<file path="src/rtl/riscv_hwloop_bank_pkg.sv">
// Shared definitions for the hardware-loop register bank: write-enable bit
// positions, the default loop count and a register snapshot type.
package riscv_hwloop_pkg;

  // Bit positions inside the 3-bit hwlp_we_i write-enable vector
  localparam int HWLP_WE_START = 0;
  localparam int HWLP_WE_END   = 1;
  localparam int HWLP_WE_CNT   = 2;

  // Default number of hardware loops
  localparam int HWLP_N_DEFAULT = 2;

  // Snapshot of one loop's registers, for the controller and tracer
  typedef struct packed {
    logic [31:0] start;
    logic [31:0] end_addr;
    logic [31:0] cnt;
  } hwlp_regs_t;

  // Select width: $clog2 with a floor of one bit
  function automatic int hwlp_sel_bits(input int n);
    return (n > 1) ? $clog2(n) : 1;
  endfunction

endpackage

</file>
<file path="src/rtl/riscv_hwloop_bank_if.sv">
// Setup-write bus from the EX stage into the hardware-loop bank.
interface riscv_hwloop_bank_if #(
  parameter int N_HWLP_BITS = 1,
  parameter int ADDR_W      = 32,
  parameter int CNT_W       = 32
);
  logic [ADDR_W-1:0]      hwlp_start_data_i;
  logic [ADDR_W-1:0]      hwlp_end_data_i;
  logic [CNT_W-1:0]       hwlp_cnt_data_i;
  logic [2:0]             hwlp_we_i;
  logic [N_HWLP_BITS-1:0] hwlp_regid_i;

  // EX stage drives the setup writes
  modport master (
    output hwlp_start_data_i, hwlp_end_data_i, hwlp_cnt_data_i,
           hwlp_we_i, hwlp_regid_i
  );

  // The bank receives them
  modport slave (
    input hwlp_start_data_i, hwlp_end_data_i, hwlp_cnt_data_i,
          hwlp_we_i, hwlp_regid_i
  );
endinterface

</file>
<file path="src/rtl/riscv_hwloop_bank_match.sv">
// N-way loop-end comparator with lowest-index (innermost) priority encoding.
module riscv_hwloop_match
  import riscv_hwloop_pkg::*;
#(
  parameter int N_HWLP      = HWLP_N_DEFAULT,
  parameter int N_HWLP_BITS = hwlp_sel_bits(N_HWLP),
  parameter int ADDR_W      = 32
) (
  input  logic [N_HWLP-1:0]        i_active,
  input  logic [N_HWLP*ADDR_W-1:0] i_end_addr,
  input  logic [ADDR_W-1:0]        i_pc,
  output logic [N_HWLP_BITS-1:0]   o_sel,
  output logic                     o_valid,
  output logic [N_HWLP-1:0]        o_onehot
);

  logic [N_HWLP-1:0] w_match;

  generate
    for (genvar gi = 0; gi < N_HWLP; gi++) begin : g_cmp
      assign w_match[gi] = i_active[gi] && (i_pc == i_end_addr[gi*ADDR_W +: ADDR_W]);
    end
  endgenerate

  // Scan from the outermost loop down so the lowest matching index wins
  always_comb begin
    o_sel    = '0;
    o_onehot = '0;
    for (int k = N_HWLP - 1; k >= 0; k--) begin
      if (w_match[k]) begin
        o_sel    = N_HWLP_BITS'(k);
        o_onehot = N_HWLP'(1) << k;
      end
    end
  end

  assign o_valid = |w_match;

endmodule

</file>
<file path="src/rtl/riscv_hwloop_bank.sv">
// Hardware-loop register bank: holds start/end/count per loop, detects the
// innermost loop end at the current PC, and applies the decrement itself.
module riscv_hwloop_bank
  import riscv_hwloop_pkg::*;
#(
  parameter int N_HWLP      = HWLP_N_DEFAULT,
  parameter int N_HWLP_BITS = hwlp_sel_bits(N_HWLP),
  parameter int ADDR_W      = 32,
  parameter int CNT_W       = 32
) (
  input  logic                     clk,
  input  logic                     rst_n,
  riscv_hwloop_bank_if.slave       wr_bus,
  input  logic                     valid_i,
  input  logic [ADDR_W-1:0]        current_pc_i,
  output logic [N_HWLP*ADDR_W-1:0] hwlp_start_addr_o,
  output logic [N_HWLP*ADDR_W-1:0] hwlp_end_addr_o,
  output logic [N_HWLP*CNT_W-1:0]  hwlp_counter_o,
  output logic [N_HWLP-1:0]        hwlp_active_o,
  output logic                     hwlp_jump_o,
  output logic [ADDR_W-1:0]        hwlp_targ_addr_o,
  output logic [N_HWLP-1:0]        hwlp_dec_o
);

  logic [ADDR_W-1:0] r_start [N_HWLP];
  logic [ADDR_W-1:0] r_end   [N_HWLP];
  logic [CNT_W-1:0]  r_cnt   [N_HWLP];
  logic [ADDR_W-1:0] r_targ;

  logic [N_HWLP_BITS-1:0] w_sel;
  logic                   w_hit;
  logic [N_HWLP-1:0]      w_onehot;
  logic [ADDR_W-1:0]      w_sel_start;
  logic [CNT_W-1:0]       w_sel_cnt;

  // Flatten the register file onto the output buses and derive activity
  generate
    for (genvar gi = 0; gi < N_HWLP; gi++) begin : g_flat
      assign hwlp_start_addr_o[gi*ADDR_W +: ADDR_W] = r_start[gi];
      assign hwlp_end_addr_o[gi*ADDR_W +: ADDR_W]   = r_end[gi];
      assign hwlp_counter_o[gi*CNT_W +: CNT_W]      = r_cnt[gi];
      assign hwlp_active_o[gi]                      = (r_cnt[gi] != '0);
    end
  endgenerate

  riscv_hwloop_match #(
    .N_HWLP      (N_HWLP),
    .N_HWLP_BITS (N_HWLP_BITS),
    .ADDR_W      (ADDR_W)
  ) u_match (
    .i_active   (hwlp_active_o),
    .i_end_addr (hwlp_end_addr_o),
    .i_pc       (current_pc_i),
    .o_sel      (w_sel),
    .o_valid    (w_hit),
    .o_onehot   (w_onehot)
  );

  assign w_sel_start = r_start[w_sel];
  assign w_sel_cnt   = r_cnt[w_sel];

  // Jump back unless this is the final iteration; fall-through still decrements
  assign hwlp_jump_o      = w_hit && (w_sel_cnt > CNT_W'(1));
  assign hwlp_dec_o       = w_hit ? w_onehot : '0;
  assign hwlp_targ_addr_o = w_hit ? w_sel_start : r_targ;

  // Register file: setup writes, then retire-gated decrement; write has priority
  always_ff @(posedge clk or negedge rst_n) begin
    if (!rst_n) begin
      for (int k = 0; k < N_HWLP; k++) begin
        r_start[k] <= '0;
        r_end[k]   <= '0;
        r_cnt[k]   <= '0;
      end
    end else begin
      for (int k = 0; k < N_HWLP; k++) begin
        if (wr_bus.hwlp_we_i[HWLP_WE_START] && (32'(wr_bus.hwlp_regid_i) == k))
          r_start[k] <= wr_bus.hwlp_start_data_i;
        if (wr_bus.hwlp_we_i[HWLP_WE_END] && (32'(wr_bus.hwlp_regid_i) == k))
          r_end[k] <= wr_bus.hwlp_end_data_i;
        if (wr_bus.hwlp_we_i[HWLP_WE_CNT] && (32'(wr_bus.hwlp_regid_i) == k))
          r_cnt[k] <= wr_bus.hwlp_cnt_data_i;
        else if (hwlp_dec_o[k] && valid_i)
          r_cnt[k] <= r_cnt[k] - CNT_W'(1);
      end
    end
  end

  // Remember the last matched start so the target holds between matches
  always_ff @(posedge clk or negedge rst_n) begin
    if (!rst_n)
      r_targ <= '0;
    else if (w_hit)
      r_targ <= w_sel_start;
  end

`ifndef SYNTHESIS
  // At most one loop may be decremented per cycle
  a_dec_onehot: assert property (@(posedge clk) disable iff (!rst_n) $onehot0(hwlp_dec_o));
`endif

endmodule

</file>
<file path="src/flat_wrapper.sv">
// flat-port wrapper written by rule: the top's interface ports become plain ports
module riscv_hwloop_bank_flat import riscv_hwloop_pkg::*;
#(
  parameter int N_HWLP      = HWLP_N_DEFAULT,
  parameter int N_HWLP_BITS = hwlp_sel_bits(N_HWLP),
  parameter int ADDR_W      = 32,
  parameter int CNT_W       = 32
)
  (clk, rst_n, valid_i, current_pc_i, hwlp_start_addr_o, hwlp_end_addr_o, hwlp_counter_o, hwlp_active_o, hwlp_jump_o, hwlp_targ_addr_o, hwlp_dec_o, wr_bus_hwlp_start_data_i, wr_bus_hwlp_end_data_i, wr_bus_hwlp_cnt_data_i, wr_bus_hwlp_we_i, wr_bus_hwlp_regid_i);
  riscv_hwloop_bank_if #(.N_HWLP_BITS(N_HWLP_BITS), .ADDR_W(ADDR_W), .CNT_W(CNT_W)) wr_bus_i ();
  input  logic clk;
  input  logic rst_n;
  input  logic valid_i;
  input  logic [ADDR_W-1:0] current_pc_i;
  output logic [N_HWLP*ADDR_W-1:0] hwlp_start_addr_o;
  output logic [N_HWLP*ADDR_W-1:0] hwlp_end_addr_o;
  output logic [N_HWLP*CNT_W-1:0] hwlp_counter_o;
  output logic [N_HWLP-1:0] hwlp_active_o;
  output logic hwlp_jump_o;
  output logic [ADDR_W-1:0] hwlp_targ_addr_o;
  output logic [N_HWLP-1:0] hwlp_dec_o;
  input wire logic [$bits(wr_bus_i.hwlp_start_data_i)-1:0] wr_bus_hwlp_start_data_i;
  input wire logic [$bits(wr_bus_i.hwlp_end_data_i)-1:0] wr_bus_hwlp_end_data_i;
  input wire logic [$bits(wr_bus_i.hwlp_cnt_data_i)-1:0] wr_bus_hwlp_cnt_data_i;
  input wire logic [$bits(wr_bus_i.hwlp_we_i)-1:0] wr_bus_hwlp_we_i;
  input wire logic [$bits(wr_bus_i.hwlp_regid_i)-1:0] wr_bus_hwlp_regid_i;
  assign wr_bus_i.hwlp_start_data_i = wr_bus_hwlp_start_data_i;
  assign wr_bus_i.hwlp_end_data_i = wr_bus_hwlp_end_data_i;
  assign wr_bus_i.hwlp_cnt_data_i = wr_bus_hwlp_cnt_data_i;
  assign wr_bus_i.hwlp_we_i = wr_bus_hwlp_we_i;
  assign wr_bus_i.hwlp_regid_i = wr_bus_hwlp_regid_i;
  riscv_hwloop_bank #(.N_HWLP(N_HWLP), .N_HWLP_BITS(N_HWLP_BITS), .ADDR_W(ADDR_W), .CNT_W(CNT_W)) u_core (.clk(clk), .rst_n(rst_n), .wr_bus(wr_bus_i), .valid_i(valid_i), .current_pc_i(current_pc_i), .hwlp_start_addr_o(hwlp_start_addr_o), .hwlp_end_addr_o(hwlp_end_addr_o), .hwlp_counter_o(hwlp_counter_o), .hwlp_active_o(hwlp_active_o), .hwlp_jump_o(hwlp_jump_o), .hwlp_targ_addr_o(hwlp_targ_addr_o), .hwlp_dec_o(hwlp_dec_o));
endmodule
</file>
<file path="config.mk">
export PLATFORM = sky130hd
export DESIGN_NAME = riscv_hwloop_bank_flat
export DESIGN_NICKNAME = d
export VERILOG_FILES = /design/src/rtl/riscv_hwloop_bank_pkg.sv /design/src/rtl/riscv_hwloop_bank_if.sv /design/src/rtl/riscv_hwloop_bank_match.sv /design/src/rtl/riscv_hwloop_bank.sv /design/src/flat_wrapper.sv
export SDC_FILE = /design/constraint.sdc
export NUM_CORES = 1
export LEC_CHECK = 0
export CELL_PAD_IN_SITES_DETAIL_PLACEMENT = 1
export CELL_PAD_IN_SITES_GLOBAL_PLACEMENT = 1
export CORE_MARGIN = 8
export CORE_UTILIZATION = 38
export DETAILED_ROUTE_END_ITERATION = 8
export HOLD_SLACK_MARGIN = 0.03
export PLACE_DENSITY_LB_ADDON = 0.1
export SETUP_SLACK_MARGIN = 0.2
export SYNTH_ARGS = -nofsm -noshare
export SYNTH_HDL_FRONTEND = slang
export SYNTH_SLANG_ARGS = --single-unit
</file>
<file path="constraint.sdc">
create_clock -name clk -period 7.7 [get_ports clk]
set_clock_uncertainty 0.2 [all_clocks]
set_input_delay 1.54 -clock clk [delete_from_list [all_inputs] [get_ports clk]]
set_output_delay 1.54 -clock clk [all_outputs]
set_load 0.05 [all_outputs]
</file>
==> impl_results.md, run 1 <==
* Status: complete, no violations
* Startpoint type of the worst setup path: input port
* Initial antenna violation count at 4
* Clk network pwr share at 0.314
* Gate count of the mapped netlist at 982
* CP endpoint kind: primary output
* Synth-to-Final Area Change at 44.4%
* First-pass GRT wire length at 62,400 microns
* Min Tclk post-route at 6.68 ns
* Most common cell after layout, fill and taps aside: clkdlybuf4s50_1
* Max Buffers Root-to-Sink at 3
* Count of input and output buffers at 363
* Slew headroom at 0.263
* Proportion of power drawn by combinational gates at 0.316
* Sequential share of the synthesized area at 0.514
* Antenna-violating nets left at 0
* Synth cell types at 52
* Leak pwr at between 6 and 7 nW
* Worst path arrival time at 4.94 ns
* Post-synth EDFFs at 0
* Main flop type after synthesis: dfrtp_1
* Std-Cell Rows at between 60 and 70
* Internal portion of total power at 2.54 mW
* Period utilization at 0.867
* Clock sink total at roughly 220
* WL/cell at 23.7 microns
* DR iter-0 viols at 485
* Mean Syn Cell Area at 11.1 sq um
* DRC at 0
* Worst-path clk slew at 0.06 ns
* Pin count of the biggest net entering global routing at 120
* Area of the multi-input gates at about 0.0051 sq mm
* Die height at 185 microns
* CTS tree: built
* Die width at 185 microns
* Count of final setup violators at 0
* Via Count at 9,373
* Netlist Area Pre-Place at 0.0109 sq mm
* Placeable Area at 0.0285 sq mm
* Total power at 4.01 mW
* Syn Nets at 1,121
* Crit Path Class: in -> out
* Total track usage at 0.235
* Synthesis Warnings at 0
* DPL Wire Length at 30,600 microns
* Fmax achieved at 150 MHz
* Final TNS setup at 0 ns
* Final Max Slew Viols at 0
* Worst setup margin at 1.02 ns
* WP data required at slightly below 6 ns
* Worst hold-check path type: reg -> reg
* Fillers at between 3,000 and 4,000
* CTS H-tree depth at 1
* Endpoints failing hold at 0
* Post-cts gate resize count at 0
* Routability cong. at 0.804
* Layout cells sized above 1 at 0.177
* Power Dens Cells at 255 mW/mm^2
* Vias/cell at 5.41
* Flip-flop and latch area at approximately 0.0056 sq mm
* CTS Root Cell: clkbuf_16
* Max stage delay on crit path at ~0.49 ns
* Sw power at 1.47 mW
* Cell breakdown of the critical path: clkdlybuf4s50_1 -> xnor2_1 -> nand4_1 -> nor4_1 -> and4_1 -> nand2_1 -> inv_2 -> buf_4 -> nand2_1 -> o21ai_0 -> buf_4
* Most frequent cells in the layout: clkdlybuf4s50_1, dfrtp_1, mux2_2
* Initial Utilization at 0.383
* Hold buffer count at cts at 0
* Vias in the first global route at 10,200
* Buffer and inverter count on the worst path at 4
* Async SR Flop Fraction at 1.00
* Switching part of the total at 0.367
* Setup bufs post-CTS at 0
* Max cap viols at 0
* Worst-path maximum fanout at 49
* DRT Pass-1 Iters at 4
* Die area at ~0.034 sq mm
* Maximum vdd drop at 0.131 mV
* Final wirelength at between 40,000 and 50,000 microns
* Nets at 1,469
* Overflow after GRT at 0
* Slowest CP cell: clkdlybuf4s50_1
* Yosys reg bits at 224
* Antenna Cells at 0
* Register share of total power at 0.370
* # IOs at approximately 360
* RSZ-0062 raised after global routing: no
* Least-Margin Pin Slew at around 1.1 ns
* CP top delay family: simple AND/OR/NAND/NOR gates
* TritonCTS buffer count at 27
* Clk_lat worst skew at 0.54 ns
* DP Worst Slack at 1.01 ns
routing by layer:
layer,wire [microns],track usage,vias to the layer above
met4,1090,0.0679,8
li1,-,-,4275
met5,45,0,-
met1,15800,0.272,4725
met3,3880,0.0826,64
met2,20300,0.404,301
worst register-to-register path: cells and delay by family (launching register included):
| kind | cells | cell delay [ns] |
|---|---|---|
| compound gates | 2 | 0.91 |
| buf+inv | 1 | 0.17 |
| flops | 1 | 0.44 |
| simple gates | 5 | 2.67 |
Yosys cell counts, types with 3 or more instances:
master    number  area, sq um
dfrtp_1      224         5610
mux2_2       130         1460
nand2_1       74          278
xnor2_1       65          569
o21ai_0       61          305
nor2_1        56          210
clkbuf_1      40          150
mux2i_1       34          340
a31oi_1       32          200
or3_1         29          181
or4_1         28          210
nand4_1       27          169
nand3_1       18         90.1
nor4_1        17          106
o31ai_1       14          105
nor3_1        13         65.1
buf_1         12         45.0
a21oi_1       10         50.1
xor2_1        10         87.6
inv_1          9         33.8
nand2b_1       8         50.1
or2_2          8         50.1
and3_1         6         37.5
o211ai_1       6         45.0
o311ai_0       6         52.6
o41ai_1        5         43.8
ha_1           4         50.1
o31a_1         4         35.0
nor2b_1        3         18.8
layout make-up:
class	instances	area share
Inverter	11	0.00262
Multi-Input combinational cell	692	0.322
Sequential cell	224	0.356
Timing Repair Buffer	374	0.233
Tap cell	384	0.0305
Clock inverter	5	0.00270
Clock buffer	43	0.0531
sequential cells by signal (all words and copies together), names as in the netlist:
| name | count |
|---|---|
| u_core.hwlp_counter_o | 64 |
| u_core.hwlp_end_addr_o | 64 |
| u_core.hwlp_start_addr_o | 64 |
| u_core.r_targ | 32 |
per-stage QoR:
step / hold WS, ns / instances / cell area [sq um] / utilization
2_1_floorplan: 0.584 / 982 / 10900 / -
3_3_place_gp: 0.322 / 1685 / 14900 / 0.522
3_5_place_dp: 0.324 / 1685 / 14900 / 0.522
4_1_cts: 0.338 / 1733 / 15700 / 0.553
5_1_grt: 0.352 / 1733 / 15700 / 0.553
6_report: 0.336 / 1733 / 15700 / 0.553
cell families (layout without fill, tap and decap cells):
kind of cell,Yosys count,in the layout,share of synthesized area
simple gates,302,302,0.147
buf+inv,66,433,0.0233
mux,164,164,0.166
compound gates,147,147,0.0843
xor+xnor,75,75,0.0603
fa+ha+maj,4,4,0.00459
flops,224,224,0.514
worst paths after layout:
| kind | startpoint | end | slack (ns) | depth (start not counted) |
|---|---|---|---|---|
| max in group asynchronous | rst_n | u_core.hwlp_counter_o[5] | 5.27 | 2 |
| min in group asynchronous | rst_n | u_core.hwlp_counter_o[56] | 0.81 | 1 |
| hold reg to reg | u_core.hwlp_start_addr_o[56] | u_core.hwlp_start_addr_o[56] | 0.34 | 1 |
| hold / removal | u_core.hwlp_start_addr_o[56] | u_core.hwlp_start_addr_o[56] | 0.34 | 1 |
| setup / recovery | current_pc_i[22] | hwlp_targ_addr_o[6] | 1.02 | 11 |
| setup reg to reg | u_core.hwlp_counter_o[10] | u_core.hwlp_counter_o[61] | 3.27 | 8 |
power by group through the flow:
| stage | Clock, mW | Combinational (mW) | Sequential (mW) |
|---|---|---|---|
| 6_report | 1.26 | 1.27 | 1.48 |
| 3_5_place_dp | 0 | 1.28 | 1.50 |
| 3_3_place_gp | 0 | 1.26 | 1.50 |
| 2_1_floorplan | 0 | 0.262 | 1.97 |
| 5_1_grt | 1.34 | 1.33 | 1.51 |
| 4_1_cts | 1.29 | 1.28 | 1.48 |
Note: power is estimated with default switching activity, not from simulation.
==> inputs of run 2 (changes only) <==
REMOVE_ABC_BUFFERS = 1   (was default)
SKIP_CTS_REPAIR_TIMING = 1   (was default)
==> run 2 against run 1 <==
Worst setup slack gained 0.13 ns. Power up 3.7%. Global-route usage rose by 0.21 points. Register-to-register slack gained 0.05 ns. First-iteration DRC count fell by 5.2%. Worst hold slack got worse by 0.0041 ns. Flip-flop and latch count is the same. Largest power group unchanged. Clock power increased by 12%. Sequential share of layout area fell by 0.33 points.
==> impl_results.md, run 2 (synthesized netlist as in run 1, its figures left out) <==
* CTS Root Cell: clkbuf_16
* Flip-flop and latch area at 0.00561 sq mm
* WP data required at 5.96 ns
* CTS H-tree depth at 1
* CP dominant cell by count: buf_4
* Wire length on met2 at slightly above 20,000 microns
* Most frequent cells in the layout: clkdlybuf4s50_1, dfrtp_1, mux2_2
* Initial Utilization at 0.383
* Max Buffers Root-to-Sink at 3
* Initial antenna violation count at 6
* Least-Margin Pin Slew at 1.02 ns
* RSZ-0062 raised after global routing: no
* Slew headroom at 0.322
* Max stage delay on crit path at 0.66 ns
* Synth-to-Final Area Change at 45.7%
* Status: complete, no violations
* Final wirelength at 41,500 microns
* Most common cell after layout, fill and taps aside: clkdlybuf4s50_1
* Total track usage at 0.237
* Final Max Slew Viols at 0
* Worst-path clk slew at 0.06 ns
* WL/cell at 23.8 microns
* Buffer and inverter count on the worst path at 4
* Vias in the first global route at 10,500
* CTS tree: built
* Crit Path Class: in -> out
* DR top layer: met5
* DPL Wire Length at roughly 30,000 microns
* Max cap viols at 0
* CP top delay family: buffers and inverters
* Placeable Area at 0.0285 sq mm
* # IOs at around 360
* Antenna-violating nets left at 0
* Pin count of the biggest net entering global routing at 82
* DP Worst Slack at between 1 and 1.5 ns
* Die area at 0.0343 sq mm
* Std-Cell Rows at 62
* Met1 WL at 15,400 microns
* DRT Pass-1 Iters at 4
* Count of final setup violators at 0
* Routability cong. at 0.830
* Startpoint type of the worst setup path: input port
* Area of the multi-input gates at 0.00506 sq mm
* Overflow after GRT at 0
* Clk_lat worst skew at 0.53 ns
* Final TNS setup at 0 ns
* DR iter-0 viols at 460
* Cell breakdown of the critical path: clkdlybuf4s50_1 -> xnor2_1 -> nand4_1 -> nor4_1 -> buf_4 -> nand2_1 -> nor2_4 -> buf_4 -> mux2i_1 -> o21ai_0 -> buf_4
* Nets at between 1,000 and 1,500
* Vias/cell at around 5.4
* Maximum vdd drop at 0.164 mV
* Min Tclk post-route at 6.55 ns
* Count of input and output buffers at 363
* Endpoints failing hold at 0
* Hold WS at 0.332 ns
* Power Dens Cells at between 200 and 300 mW/mm^2
* Die height at 185 microns
* Worst setup margin at 1.15 ns
* Clock sink total at 224
* Fillers at 3,038
* CP endpoint kind: primary output
* Met3 routed WL at roughly 4100 microns
* DRC at 0
* Fmax achieved at 153 MHz
* Leak pwr at 6.10 nW
* Die width at 185 microns
* Slowest CP cell: nor4_1
* TritonCTS buffer count at 27
* Worst path arrival time at 4.81 ns
* Worst-path maximum fanout at 32
* First-pass GRT wire length at 63,100 microns
* Via Count at roughly 9,400
* Period utilization at 0.851
* Layout cells sized above 1 at 0.184
* Worst hold-check path type: reg -> reg
==> run 2: per-layer routing <==
metal	track usage	vias up
li1	-	4295
met4	0.0855	6
met5	0	-
met2	0.408	349
met1	0.265	4715
met3	0.0887	82
==> run 2: area by class of cell <==
cell class                      count  share of cell area
Antenna cell                        4            0.000630
Clock buffer                       35              0.0476
Clock inverter                     14              0.0141
Inverter                           11             0.00260
Multi-Input combinational cell    692               0.319
Sequential cell                   224               0.353
Tap cell                          384              0.0303
Timing Repair Buffer              380               0.233
==> run 2: through the flow <==
| stage | cells | power, mW | cell area (sq um) | utilization |
|---|---|---|---|---|
| global placement | 1691 | 2.75 | 14900 | 0.523 |
| CTS | 1740 | 4.21 | 15900 | 0.557 |
| finish | 1744 | 4.16 | 15900 | 0.558 |
| detailed placement | 1691 | 2.77 | 14900 | 0.523 |
| global route | 1743 | 4.32 | 15900 | 0.558 |
| floorplan | 927 | 2.22 | 10700 | - |
==> run 2: worst paths after layout <==
check                      slack [ns]                      endpoint                         start  cells past startpoint
min reg2reg                      0.33  u_core.hwlp_start_addr_o[24]  u_core.hwlp_start_addr_o[24]                      1
max                              1.15          hwlp_targ_addr_o[19]               current_pc_i[0]                     11
max reg2reg                      3.32     u_core.hwlp_counter_o[41]     u_core.hwlp_counter_o[10]                      9
max in group asynchronous        5.06      u_core.hwlp_counter_o[0]                         rst_n                      2
min in group asynchronous        0.76     u_core.hwlp_counter_o[37]                         rst_n                      1
min                              0.33  u_core.hwlp_start_addr_o[24]  u_core.hwlp_start_addr_o[24]                      1
==> run 2: power breakdown <==
group | internal [mW] | total [mW] | switching (mW)
combinational | 0.472 | 1.26 | 0.792
sequential | 1.32 | 1.48 | 0.161
clock | 0.889 | 1.41 | 0.522
